===== src/rtl/pipe_stage_reg.sv =====
// Inter-stage pipeline register: valid/ready handshake with a two-entry skid
// buffer so in_ready comes straight from a flop and never sees out_ready.
module pipe_stage_reg #(
  parameter int               WIDTH     = 32,
  parameter int               CHANNELS  = 2,
  parameter logic [WIDTH-1:0] RESET_VAL = '0
) (
  input  logic                      clk,
  input  logic                      rst_n,
  input  logic                      flush,
  input  logic                      in_valid,
  output logic                      in_ready,
  input  logic [CHANNELS*WIDTH-1:0] in_data,
  output logic                      out_valid,
  input  logic                      out_ready,
  output logic [CHANNELS*WIDTH-1:0] out_data,
  output logic [1:0]                occupancy
);

  localparam int DW = CHANNELS * WIDTH;

  logic [DW-1:0] rst_word;
  assign rst_word = {CHANNELS{RESET_VAL}};

  logic          main_v_q, main_v_d;
  logic [DW-1:0] main_d_q, main_d_d;
  logic          skid_v_q, skid_v_d;
  logic [DW-1:0] skid_d_q, skid_d_d;
  logic          in_ready_q, in_ready_d;

  logic accept;
  logic take;

  assign accept = in_valid & in_ready_q;
  assign take   = main_v_q & out_ready;

  // The skid entry is only ever filled while main is full, so an empty main
  // implies an empty skid and the first branch never has to consider skid.
  always_comb begin
    main_v_d   = main_v_q;
    main_d_d   = main_d_q;
    skid_v_d   = skid_v_q;
    skid_d_d   = skid_d_q;
    if (flush) begin
      main_v_d = 1'b0;
      skid_v_d = 1'b0;
    end else if (!main_v_q) begin
      if (accept) begin
        main_v_d = 1'b1;
        main_d_d = in_data;
      end
    end else if (take) begin
      if (skid_v_q) begin
        main_d_d = skid_d_q;
        skid_v_d = 1'b0;
      end else if (accept) begin
        main_d_d = in_data;
      end else begin
        main_v_d = 1'b0;
      end
    end else if (accept) begin
      skid_v_d = 1'b1;
      skid_d_d = in_data;
    end
    in_ready_d = ~skid_v_d;
  end

  always_ff @(posedge clk or negedge rst_n) begin
    if (!rst_n) begin
      main_v_q   <= 1'b0;
      main_d_q   <= rst_word;
      skid_v_q   <= 1'b0;
      skid_d_q   <= rst_word;
      in_ready_q <= 1'b1;
    end else begin
      main_v_q   <= main_v_d;
      main_d_q   <= main_d_d;
      skid_v_q   <= skid_v_d;
      skid_d_q   <= skid_d_d;
      in_ready_q <= in_ready_d;
    end
  end

  assign in_ready  = in_ready_q;
  assign out_valid = main_v_q;
  assign out_data  = main_d_q;
  assign occupancy = {1'b0, main_v_q} + {1'b0, skid_v_q};

endmodule

===== config.mk =====
export PLATFORM = sky130hd
export DESIGN_NAME = pipe_stage_reg
export DESIGN_NICKNAME = d
export VERILOG_FILES = /design/src/rtl/pipe_stage_reg.sv
export SDC_FILE = /design/constraint.sdc
export NUM_CORES = 1
export LEC_CHECK = 0
export BUFFER_PORTS_ARGS = -buffer_cell sky130_fd_sc_hd__buf_2
export CORE_ASPECT_RATIO = 0.75
export CORE_UTILIZATION = 35
export CTS_CLUSTER_DIAMETER = 30
export CTS_CLUSTER_SIZE = 8
export DETAILED_ROUTE_END_ITERATION = 8
export PLACE_DENSITY_LB_ADDON = 0.3
export SETUP_SLACK_MARGIN = 0.3
export SYNTH_ARGS = -nofsm -noshare
export SYNTH_HDL_FRONTEND = slang
export SYNTH_SLANG_ARGS = --single-unit

===== constraint.sdc =====
create_clock -name clk -period 2.3 [get_ports clk]
set_input_delay 0.115 -clock clk [delete_from_list [all_inputs] [get_ports clk]]
set_output_delay 0.115 -clock clk [all_outputs]
set_load 0.01 [all_outputs]

-- Word level (Yosys, flattened, before mapping)
Cells that the tools add are included.
Widths: inputs -> output; s select.
- bits in registers: 131
- input bits: 69
- output and inout bits: 68
- logic and storage cells: 27
- add/subtract/negate cells: 1
- eq/ne operators: 1
- muxes and demuxes: 13
- bitwise logic cells: 5
- reduce and logical (&&, ||, !) cells: 2
- operators with widths (cell ; count):
    $mux 64 ; 4
    $mux 1 ; 9
    $reduce_and 4->1 ; 1
    $not 1->1 ; 3
    $add 1x1->2 ; 1
    $and 1x1->1 ; 2
    $ne 2x1->1 const B ; 1
    $reduce_and 2->1 ; 1

-- Logic depth before layout (Yosys ltp)
Gate-level depths: netlist of run 1.
- depth in word-level cells: 6
- mapped depth: 5
- depth with buffers taken out: 3

-- Least setup slack after synthesis of run 1
OpenSTA, ideal clock, no wires.
- kind: register to register
- from: register in_ready_q (netlist: in_ready)
- to: register skid_d_q[25]
- arrival: 1.658 ns
- data required time: 2.175 ns
- slack: 0.517 ns
- cell stages (with the launch flop): 6
- buffers on the path: 2
- clock period less this slack: 1.783 ns
- path through: dfstp_2 -> nand2_1 -> nor4b_2 -> buf_2 -> buf_4 -> mux2_2
- word-level cells in the longest chain between the ends: 2
- RTL lines (what ; RTL line ; RTL):
    start, declared ; 29 ; logic in_ready_q, in_ready_d;
    start signal, assigned ; 80 ; in_ready_q <= in_ready_d;
    $and 1x1->1 ; 34 ; assign accept = in_valid & in_ready_q;
    $reduce_and 4->1 (no source line) ; n/a ;
    end signal, assigned ; 73 ; skid_d_q <= rst_word;
    end signal, assigned ; 79 ; skid_d_q <= skid_d_d;
    end, declared ; 28 ; logic [DW-1:0] skid_d_q, skid_d_d;
No other way between the ends.
A chain may end at the register's enable or synchronous reset.

-- Worst setup path after layout of run 1
- from: register in_ready_q (netlist: in_ready)
- to: register skid_d_q[0]
Same word-level chain as after synthesis.

==> out/metrics.yaml, run 1 <==
route:
  avgRoutedWirePerCell_um: 16.6
  drcViolationCount: 0
  viasPerCell: 4.94
  ant_nets: 0
  dr.pass1.iters: 6
  drtIter0Drc: 257
  route.vias.total: 3852
  drt-total-wl_um: 12900
sta:
  hold_violations: 0
  fin_hold_ws_ps: 29.3
  postLayoutSetupSlackWorst_ps: 375
  finalSetupViolCount: 0
  max_freq_ghz: 0.519
  fin_setup_tns_ps: 0
  finalMaxSlewViolations: 0
  rsz0062_at_grt: "yes"
  min_period_over_period_pct: 83.7
  relSlewSlack_pct: 53.2
  tightest_slew_ps: 702
  fin_crit_ps: 1930
  fin_worst_skew_ps: 7.53
power_and_ir_drop:
  leakage_nw: 3.51
  ir_drop_mv: 0.486
  power_density_mw_per_mm2: 927
floorplan:
  placementRows: 38
  dieHeight_um: 108
  start_util_pct: 36.2
  die_width_um: 144
  die-area_sq_mm: 0.0156
  core-area_sq_mm: 0.0146
  io_pins: 137
yosys:
  ys.warnings.count: 0
  synth-edff-count: 0
  yosys-top-cells-count: "dfrtp_1, a221o_1, and2_1, mux2_2, buf_2"
  yosysMostFrequentCell: "dfrtp_1"
  async_flop_share_pct: 100
  synth_seq_area_share_pct: 62.0
  syn_area_per_cell_sq_um: 14.5
  synth_cell_types: 18
  netlist_instances: 365
  yosys.area.top_type: "dfrtp_1"
  synthTopCellsByArea: "dfrtp_1, mux2_2, a221o_1"
  ys_ff_latch: 131
  synth_top_area_share_pct: 61.5
  synth_area_sq_mm: 0.00529
  syn_nets: 435
  yosys_most_used_dff: "dfrtp_1"
cts:
  cts_root_buffer: "clkbuf_16"
  cts.clk_slew.worst_paths_ps: 50
  numCtsBuffers: 17
  ctsLongestPathBuffers: 2
  cts_tree: "built"
  clk_latency_ps: 410
  cts_num_sinks: 131
  htreeDepth: 4
  cts_setup_buffers: 0
placement:
  port-buffer-count: 136
  hpwl_um: 7510
  gp_congestion: 0.737
  post_dp_cell_area_sq_mm: 0.00618
  dp_slack_ps: 306
final_layout:
  antennaDiodeCount: 0
  n_fill_cell: 1258
  drive_above_1_share_pct: 41.9
  design_area_sq_mm: 0.00747
  nNetsFinal: 637
  area_growth_pct: 41.2
  final_util_pct: 51.2
job:
  cap_violations: 0
setup_path:
  cp.required_ps: 2590
  crit_chain: "nand2_1 > nor4b_4 > buf_8 > mux2_2"
  cpPeakStageDelay_ps: 530
  startpoint_type: "flop"
  cp.arrival_ps: 2220
  endpoint_kind: "flop"
  critPathSlowestCell: "dfstp_2"
  cp_max_fo: 33
  path_class: "flop to flop"
grt:
  overflow: 0
  antenna_found_initial: 0
  gr-usage-all-layers_pct: 17.4
  grt_pass1_wl_um: 20700
  grt_pass1_vias: 4146
  grt_max_degree: 67
status:
  outcome: "complete, no violations"
min_path:
  hold_path.class: "input pin to flop"
layout by cell type, fill, tap and decap left out:
| master | instances |
|---|---|
| inv_1 | 2 |
| nand2b_1 | 1 |
| clkinv_2 | 3 |
| a221o_1 | 64 |
| clkinvlp_4 | 3 |
| dfrtp_1 | 130 |
| clkbuf_1 | 3 |
| and2_1 | 64 |
| buf_2 | 135 |
| clkbuf_8 | 3 |
| dlygate4sd3_1 | 66 |
| buf_12 | 1 |
| nor4b_4 | 1 |
| a211oi_4 | 1 |
| dfstp_2 | 1 |
| a31o_2 | 1 |
| bufinv_16 | 3 |
| a21oi_1 | 1 |
| a31oi_1 | 1 |
| buf_8 | 1 |
| mux2_2 | 64 |
| ha_1 | 1 |
| buf_4 | 6 |
| nand2_1 | 4 |
| clkbuf_16 | 18 |
| and4b_4 | 1 |
| a221o_2 | 1 |
repair_timing:
action                     CTS  global route
resized for setup            1             3
setup endpoints to repair    2            40
pin swaps                    0             0
gates cloned                 0             1
hold buffers                66             0
hold endpoints to repair   168             0
cell type report:
type / instances / area, sq um / area share [%]
sequential: 131 / 3280 / 43.9
multi-input combinational: 205 / 1880 / 25.2
timing repair buffer: 210 / 1440 / 19.3
clock buffer: 23 / 478 / 6.40
tap: 200 / 250 / 3.35
clock inverter: 9 / 128 / 1.71
inverter: 2 / 7.51 / 0.101
metrics by stage:
| step | total power [mW] | cells |
|---|---|---|
| 3_5_place_dp | 4.12 | 681 |
| 6_report | 6.92 | 780 |
| 4_1_cts | 7.01 | 779 |
| 2_1_floorplan | 3.64 | 365 |
| 3_3_place_gp | 4.06 | 681 |
| 5_1_grt | 7.29 | 780 |
state kept, by name, indices dropped and copies added, names as in the netlist:
signal and flops:
out_data 64, skid_d_q 64, in_ready 1, out_valid 1, skid_v_q 1
where the power goes:
| group | switching, mW | internal [mW] | total, mW |
|---|---|---|---|
| Combinational | 0.464 | 0.645 | 1.11 |
| Clock | 0.969 | 1.79 | 2.75 |
| Sequential | 0.255 | 2.81 | 3.06 |
| Total | 1.69 | 5.24 | 6.92 |
critical path, delay by kind of cell (launching register included):
family	cells	cell delay [ps]
buffers and inverters	1	350
muxes	1	370
DFF	1	530
and+or+nand+nor	2	550
kinds of logic (layout without fill, tap and decap cells):
logic type	Yosys count	count (layout)	share of synthesized area (%)
DFF	131	131	62.0
muxes	64	64	13.6
adders and majority gates	1	1	0.237
buffers and inverters	29	244	2.74
and+or+nand+nor	71	71	8.45
AOI/OAI and AO/OA	69	69	12.9
path summary, 6_finish.rpt:
check	startpoint	end	slack, ps	cells past startpoint
setup / recovery	in_ready$_DFF_PN1_	skid_d_q[0]$_DFFE_PN0P_	370	4
hold reg to reg	skid_d_q[21]$_DFFE_PN0P_	skid_d_q[21]$_DFFE_PN0P_	500	1
setup reg to reg	in_ready$_DFF_PN1_	skid_d_q[0]$_DFFE_PN0P_	370	4
min in group asynchronous	rst_n	out_data[46]$_DFFE_PN0P_	240	2
max in group asynchronous	rst_n	in_ready$_DFF_PN1_	1300	3
hold / removal	out_ready	in_ready$_DFF_PN1_	30	3
routing by layer:
layer / GRT usage, % / share of wire, %
met1: 21.7 / 47
met2: 27.1 / 46
met3: 6.86 / 6.3
met4: 6.31 / 1.0
met5: 0 / 0
No activity file was read; power rests on OpenSTA's default activity.
==> run 2, diff against run 1 <==
clock period = 1.8 ns   (was 2.3 ns; I/O delays follow)
==> run 2 against run 1 <==
Critical path depth stayed put; combinational power is 40% higher; cell area is 4.2% higher; clock power is 22% higher; sequential cell count stayed put; die area stayed put; critical path type unchanged.
==> out/metrics.yaml, run 2 (synthesis results as in run 1) <==
placement:
  hpwl_um: 7650  # was 7510 um
  post_dp_cell_area_sq_mm: 0.00628  # was 0.00618 sq mm
  port-buffer-count: 136  # unchanged
  dp_cells: 685  # was 681
  gp_congestion: 0.713  # was 0.737
cts:
  ctsLongestPathBuffers: 2  # unchanged
  cts_tree: "built"  # unchanged
  cts.clk_slew.worst_paths_ps: 50  # about the same
  numCtsBuffers: 17  # unchanged
  cts_num_sinks: 131  # unchanged
  htreeDepth: 4  # unchanged
  cts_root_buffer: "clkbuf_16"  # unchanged
  clk_latency_ps: 410  # about the same
sta:
  hold_violations: 0  # unchanged
  fin_hold_ws_ps: 122  # was 29.3 ps
  tightest_slew_ps: 438  # was 702 ps
  relSlewSlack_pct: 70.8  # was 53.2%
  fin_crit_ps: 1760  # was 1930 ps
  fin_worst_skew_ps: 5.64  # was 7.53 ps
  finalSetupViolCount: 0  # unchanged
  max_freq_ghz: 0.569  # was 0.519 GHz
  finalMaxSlewViolations: 0  # unchanged
  min_period_over_period_pct: 97.6  # was 83.7%
  rsz0062_at_grt: "yes"  # unchanged
route:
  dr.pass1.iters: 4  # was 6
  viasPerCell: 5.01  # was 4.94
  ant_nets: 0  # unchanged
  avgRoutedWirePerCell_um: 17.7  # was 16.6 um
  drcViolationCount: 0  # unchanged
  drt-total-wl_um: 14000  # was 12900 um
  drtIter0Drc: 172  # was 257
  route.vias.total: 3960  # was 3852
final_layout:
  drive_above_1_share_pct: 43.1  # was 41.9%
  antennaDiodeCount: 0  # unchanged
  final_common_cell: "buf_2"  # unchanged
  nNetsFinal: 650  # was 637
  finalNonFillerCells: 791  # was 780
  design_area_sq_mm: 0.00778  # was 0.00747 sq mm
  area_growth_pct: 47.2  # was 41.2%
  layout_common_cells: "buf_2, dfrtp_1, dlygate4sd3_1, and2_1, a221o_1"  # was buf_2, dfrtp_1, dlygate4sd3_1
  final_util_pct: 53.3  # was 51.2%
floorplan:
  start_util_pct: 36.2  # unchanged
  die_width_um: 144  # unchanged
  placementRows: 38  # unchanged
  core-area_sq_mm: 0.0146  # unchanged
  die-area_sq_mm: 0.0156  # unchanged
  dieHeight_um: 108  # unchanged
  io_pins: 137  # unchanged
setup_path:
  cpPeakStageDelay_ps: 540  # was 530 ps
  cp_max_fo: 32  # was 33
  cp.required_ps: 2080  # was 2590 ps
  critPathTopFamily: "compound AO/OA/AOI/OAI gates"  # was simple AND/OR/NAND/NOR gates
  critPathBufInv: 1  # unchanged
  r2r.worst_path.cells: 4  # unchanged
  critPathSlowestCell: "dfstp_2"  # unchanged
  crit_chain: "nand2_4 > a221o_2 > buf_12 > a221o_1"  # was nand2_1 > nor4b_4 > buf_8 > mux2_2
  path_class: "flop to flop"  # unchanged
  r2r_slack_ps: 40  # was 370 ps
  cp.depth: 4  # unchanged
  rr_startpoint: "in_ready$_DFF_PN1_"  # unchanged
  startpoint_type: "flop"  # unchanged
  r2r_end: "out_data[31]$_DFFE_PN0P_"  # was skid_d_q[0]$_DFFE_PN0P_
  endpoint_kind: "flop"  # unchanged
  cp.arrival_ps: 2030  # was 2220 ps
grt:
  antenna_found_initial: 1  # was 0
  grt_pass1_wl_um: 21500  # was 20700 um
  gr-usage-all-layers_pct: 18.4  # was 17.4%
  overflow: 0  # unchanged
  grt_pass1_vias: 4135  # was 4146
  grt_max_degree: 65  # was 67
power_and_ir_drop:
  fin_total_pwr_mw: 8.81  # was 6.92 mW
  power_frac_clock_pct: 38.1  # was 39.8%
  p_int_mw: 6.67  # was 5.24 mW
  p_switching_mw: 2.14  # was 1.69 mW
  comb_power_share_pct: 17.6  # was 16.0%
  ir_drop_mv: 0.677  # was 0.486 mV
  p_seq_share_pct: 44.4  # was 44.2%
  power_density_mw_per_mm2: 1130  # was 927 mW/mm^2
  p_sw_share_pct: 24.3  # was 24.4%
  leakage_nw: 3.68  # was 3.51 nW
min_path:
  hp-start: "in_valid"  # was out_ready
  whs_path_depth: 4  # was 3
  min_to: "out_valid$_DFF_PN0_"  # was in_ready$_DFF_PN1_
  hold_path.class: "input pin to flop"  # unchanged
status:
  outcome: "complete, no violations"  # unchanged
job:
  cap_violations: 0  # unchanged
-- run 2: worst max path at each step --
| stage | start | endpoint |
|---|---|---|
| 6_report | in_ready$_DFF_PN1_ | out_data[31]$_DFFE_PN0P_ |
| 5_1_grt | in_ready$_DFF_PN1_ | skid_d_q[30]$_DFFE_PN0P_ |
| 4_1_cts | in_ready$_DFF_PN1_ | skid_d_q[17]$_DFFE_PN0P_ |
| 3_5_place_dp | in_ready$_DFF_PN1_ | skid_d_q[30]$_DFFE_PN0P_ |
| 3_3_place_gp | in_ready$_DFF_PN1_ | skid_d_q[17]$_DFFE_PN0P_ |
| 2_1_floorplan | in_ready$_DFF_PN1_ | skid_d_q[25]$_DFFE_PN0P_ |
-- run 2: final cells by class --
cell class | count | area (sq um)
Fill cell | 1246 | 6810
Sequential cell | 131 | 3280
Multi-Input combinational cell | 205 | 1970
Timing Repair Buffer | 223 | 1710
Clock buffer | 25 | 495
Tap cell | 200 | 250
Clock inverter | 5 | 75.1
Inverter | 2 | 7.51
-- run 2: power groups by stage --
stage          combinational [mW]  sequential, mW  clock, mW
2_1_floorplan               0.679            3.99          0
3_3_place_gp                 1.29            3.91          0
3_5_place_dp                 1.35            3.94          0
4_1_cts                      1.47            3.90       3.44
5_1_grt                      1.69            3.99       3.57
6_report                     1.55            3.91       3.35
-- run 2: routing by layer --
layer,GRT usage [%],up-vias,part of all wire [%]
met1,24.0,1994,47
li1,-,1804,-
met4,5.70,2,0.83
met3,6.02,12,6.4
met5,0,-,0.093
met2,29.0,148,45
-- run 2: worst reg2reg max path: stages (launching register included) --
cell	delay (ps)
dfstp_2	540
nand2_4	60
a221o_2	470
buf_12	220
a221o_1	340
-- run 2: per-stage QoR --
stage / setup WS (ps) / setup TNS, ps
4_1_cts: 72.7 / 0
2_1_floorplan: 99.0 / 0
3_3_place_gp: 47.8 / 0
5_1_grt: -27.2 / -249
3_5_place_dp: 0.554 / 0
6_report: 43.1 / 0
-- run 2: what timing repair did --
item | 4_1_cts | 5_1_grt
pin swaps | 1 | 0
setup endpoints to repair | 129 | 131
gates resized for setup | 4 | 25
buffers inserted | 3 | 0
hold endpoints to repair | 158 | 2
hold buffers | 66 | 1
gates cloned | 3 | 3
==> run 3, diff against run 2 <==
CORE_UTILIZATION = 53   (was 35)
REMOVE_ABC_BUFFERS = 1   (was unset)
==> run 3 against run 2 <==
Non-clock buffer count is 12 higher; clock power is 2% lower; first-iteration DRC count increased by 56%; critical path depth stayed put; highest routed layer is now met4; sequential cell count stayed put.
==> out/metrics.yaml, run 3 (synthesis results as in run 1) <==
status:
  outcome: "complete, no violations"  # unchanged
floorplan:
  placementRows: 31  # was 38
  start_util_pct: 54.7  # was 36.2%
  die-area_sq_mm: 0.0104  # was 0.0156 sq mm
  io_pins: 137  # unchanged
  core-area_sq_mm: 0.00966  # was 0.0146 sq mm
  dieHeight_um: 88.5  # was 108 um
  die_width_um: 117  # was 144 um
cts:
  numCtsBuffers: 17  # unchanged
  clk_latency_ps: 410  # about the same
  cts_num_sinks: 131  # unchanged
  cts_root_buffer: "clkbuf_16"  # unchanged
  ctsLongestPathBuffers: 2  # unchanged
  cts_tree: "built"  # unchanged
  htreeDepth: 4  # unchanged
  cts.clk_slew.worst_paths_ps: 60  # was 50 ps
grt:
  grt_max_degree: 63  # was 65
  antenna_found_initial: 0  # was 1
  overflow: 0  # unchanged
  gr-usage-all-layers_pct: 30.0  # was 18.4%
  grt_pass1_wl_um: 23400  # was 21500 um
  grt_pass1_vias: 4298  # was 4135
final_layout:
  final_util_pct: 82.3  # was 53.3%
  area_growth_pct: 50.4  # was 47.2%
  nNetsFinal: 662  # was 650
  drive_above_1_share_pct: 45.0  # was 43.1%
  n_fill_cell: 521  # was 1246
  finalNonFillerCells: 736  # was 791
  final_common_cell: "buf_2"  # unchanged
  layout_common_cells: "buf_2, dfrtp_1, dlygate4sd3_1, a221o_1, and2_1"  # was buf_2, dfrtp_1, dlygate4sd3_1, and2_1, a221o_1
  antennaDiodeCount: 0  # unchanged
power_and_ir_drop:
  leakage_nw: 3.80  # was 3.68 nW
  ir_drop_mv: 0.784  # was 0.677 mV
  power_density_mw_per_mm2: 1120  # was 1130 mW/mm^2
setup_path:
  path_class: "flop to flop"  # unchanged
  crit_chain: "nand2_4 > a221o_2 > clkbuf_16 > a221o_1"  # was nand2_4 > a221o_2 > buf_12 > a221o_1
  critPathSlowestCell: "dfstp_2"  # unchanged
  cp.required_ps: 2090  # was 2080 ps
  endpoint_kind: "flop"  # unchanged
  cp.arrival_ps: 2070  # was 2030 ps
  rr_startpoint: "in_ready$_DFF_PN1_"  # unchanged
  cpPeakStageDelay_ps: 560  # was 540 ps
  startpoint: "in_ready$_DFF_PN1_"  # unchanged
  startpoint_type: "flop"  # unchanged
  cp_max_fo: 16  # was 32
min_path:
  hp-start: "in_valid"  # unchanged
  hold_path.class: "input pin to flop"  # unchanged
sta:
  fin_setup_tns_ps: 0  # unchanged
  finalMaxSlewViolations: 0  # unchanged
  relSlewSlack_pct: 76.5  # was 70.8%
  finalSetupViolCount: 0  # unchanged
  min_period_over_period_pct: 99.1  # was 97.6%
  hold_violations: 0  # unchanged
  rsz0062_at_grt: "yes"  # unchanged
  fin_crit_ps: 1780  # was 1760 ps
  max_freq_ghz: 0.560  # was 0.569 GHz
  fin_worst_skew_ps: 6.91  # was 5.64 ps
  tightest_slew_ps: 353  # was 438 ps
route:
  drcViolationCount: 0  # unchanged
  ant_nets: 0  # unchanged
  dr.pass1.iters: 4  # unchanged
  viasPerCell: 5.66  # was 5.01
  avgRoutedWirePerCell_um: 21.1  # was 17.7 um
  route.vias.total: 4164  # was 3960
  drtIter0Drc: 269  # was 172
  drt-total-wl_um: 15500  # was 14000 um
job:
  cap_violations: 0  # unchanged
placement:
  hpwl_um: 7190  # was 7650 um
  port-buffer-count: 136  # unchanged
  dp_cells: 617  # was 685
  gp_congestion: 0.741  # was 0.713
run 3: cell count changes in the layout (fill, tap and decap cells not counted), sizes merged:
| cell | previous run | this run |
|---|---|---|
| clkinv | 3 | 8 |
| clkinvlp | 0 | 2 |
| dlygate4sd3 | 67 | 68 |
| bufbuf | 0 | 1 |
| clkbuf | 26 | 22 |
| buf | 155 | 163 |
run 3: worst max-delay path: cells and delay by family (launching register included):
kind                   cells  cell delay [ps]
buffers and inverters      1              240
DFF                        1              560
and+or+nand+nor            1               70
AOI/OAI and AO/OA          2              790
run 3: worst paths after layout:
path | slack (ps) | depth (start not counted) | to
max | 20 | 4 | out_data[56]$_DFFE_PN0P_
min | 110 | 4 | out_valid$_DFF_PN0_
max reg2reg | 20 | 4 | out_data[56]$_DFFE_PN0P_
min reg2reg | 500 | 1 | skid_d_q[58]$_DFFE_PN0P_
max in group asynchronous | 1000 | 3 | in_ready$_DFF_PN1_
min in group asynchronous | 140 | 2 | out_data[56]$_DFFE_PN0P_
run 3: metal layers:
metal	wire [um]	GRT usage (%)	vias to the layer above
li1	-	-	1826
met1	6710	39.3	2138
met2	7530	48.9	178
met3	1090	9.15	22
met4	199	9.21	0
met5	0	0	-
run 3: stage by stage:
| stage | area, sq um | worst slack, ps | power (mW) | hold WS, ps |
|---|---|---|---|---|
| final | 7950 | 15.6 | 8.87 | 110 |
| after CTS | 7790 | 20.5 | 8.80 | 85.8 |
| after detailed placement | 6170 | -44.9 | 5.28 | 17.6 |
| after floorplan | 5150 | -3100 | 4.64 | -206 |
| after global placement | 6170 | 17.1 | 5.19 | 13.1 |
| after global routing | 7950 | -43.5 | 9.21 | 98.2 |
run 3: timing repair:
item | CTS | global route
setup buffers | 6 | 2
endpoints found under the setup margin | 128 | 132
pin swaps | 2 | 5
endpoints found under the hold margin | 260 | 0
hold buffers | 68 | 0
gates cloned | 8 | 4
resized for setup | 40 | 9
run 3: power breakdown:
| part | total (mW) | internal, mW | switching, mW |
|---|---|---|---|
| clock | 3.27 | 2.04 | 1.23 |
| combinational | 1.65 | 0.976 | 0.674 |
| sequential | 3.95 | 3.59 | 0.362 |
run 3: layout make-up:
type                       instances  area, sq um  share of cell area (%)
clock buffer                      19          443                    5.57
clock inverter                    12          115                    1.45
inverter                           2         7.51                  0.0944
multi-input combinational        205         2010                    25.2
sequential                       131         3280                    41.3
tap                              132          165                    2.08
timing repair buffer             235         1930                    24.3
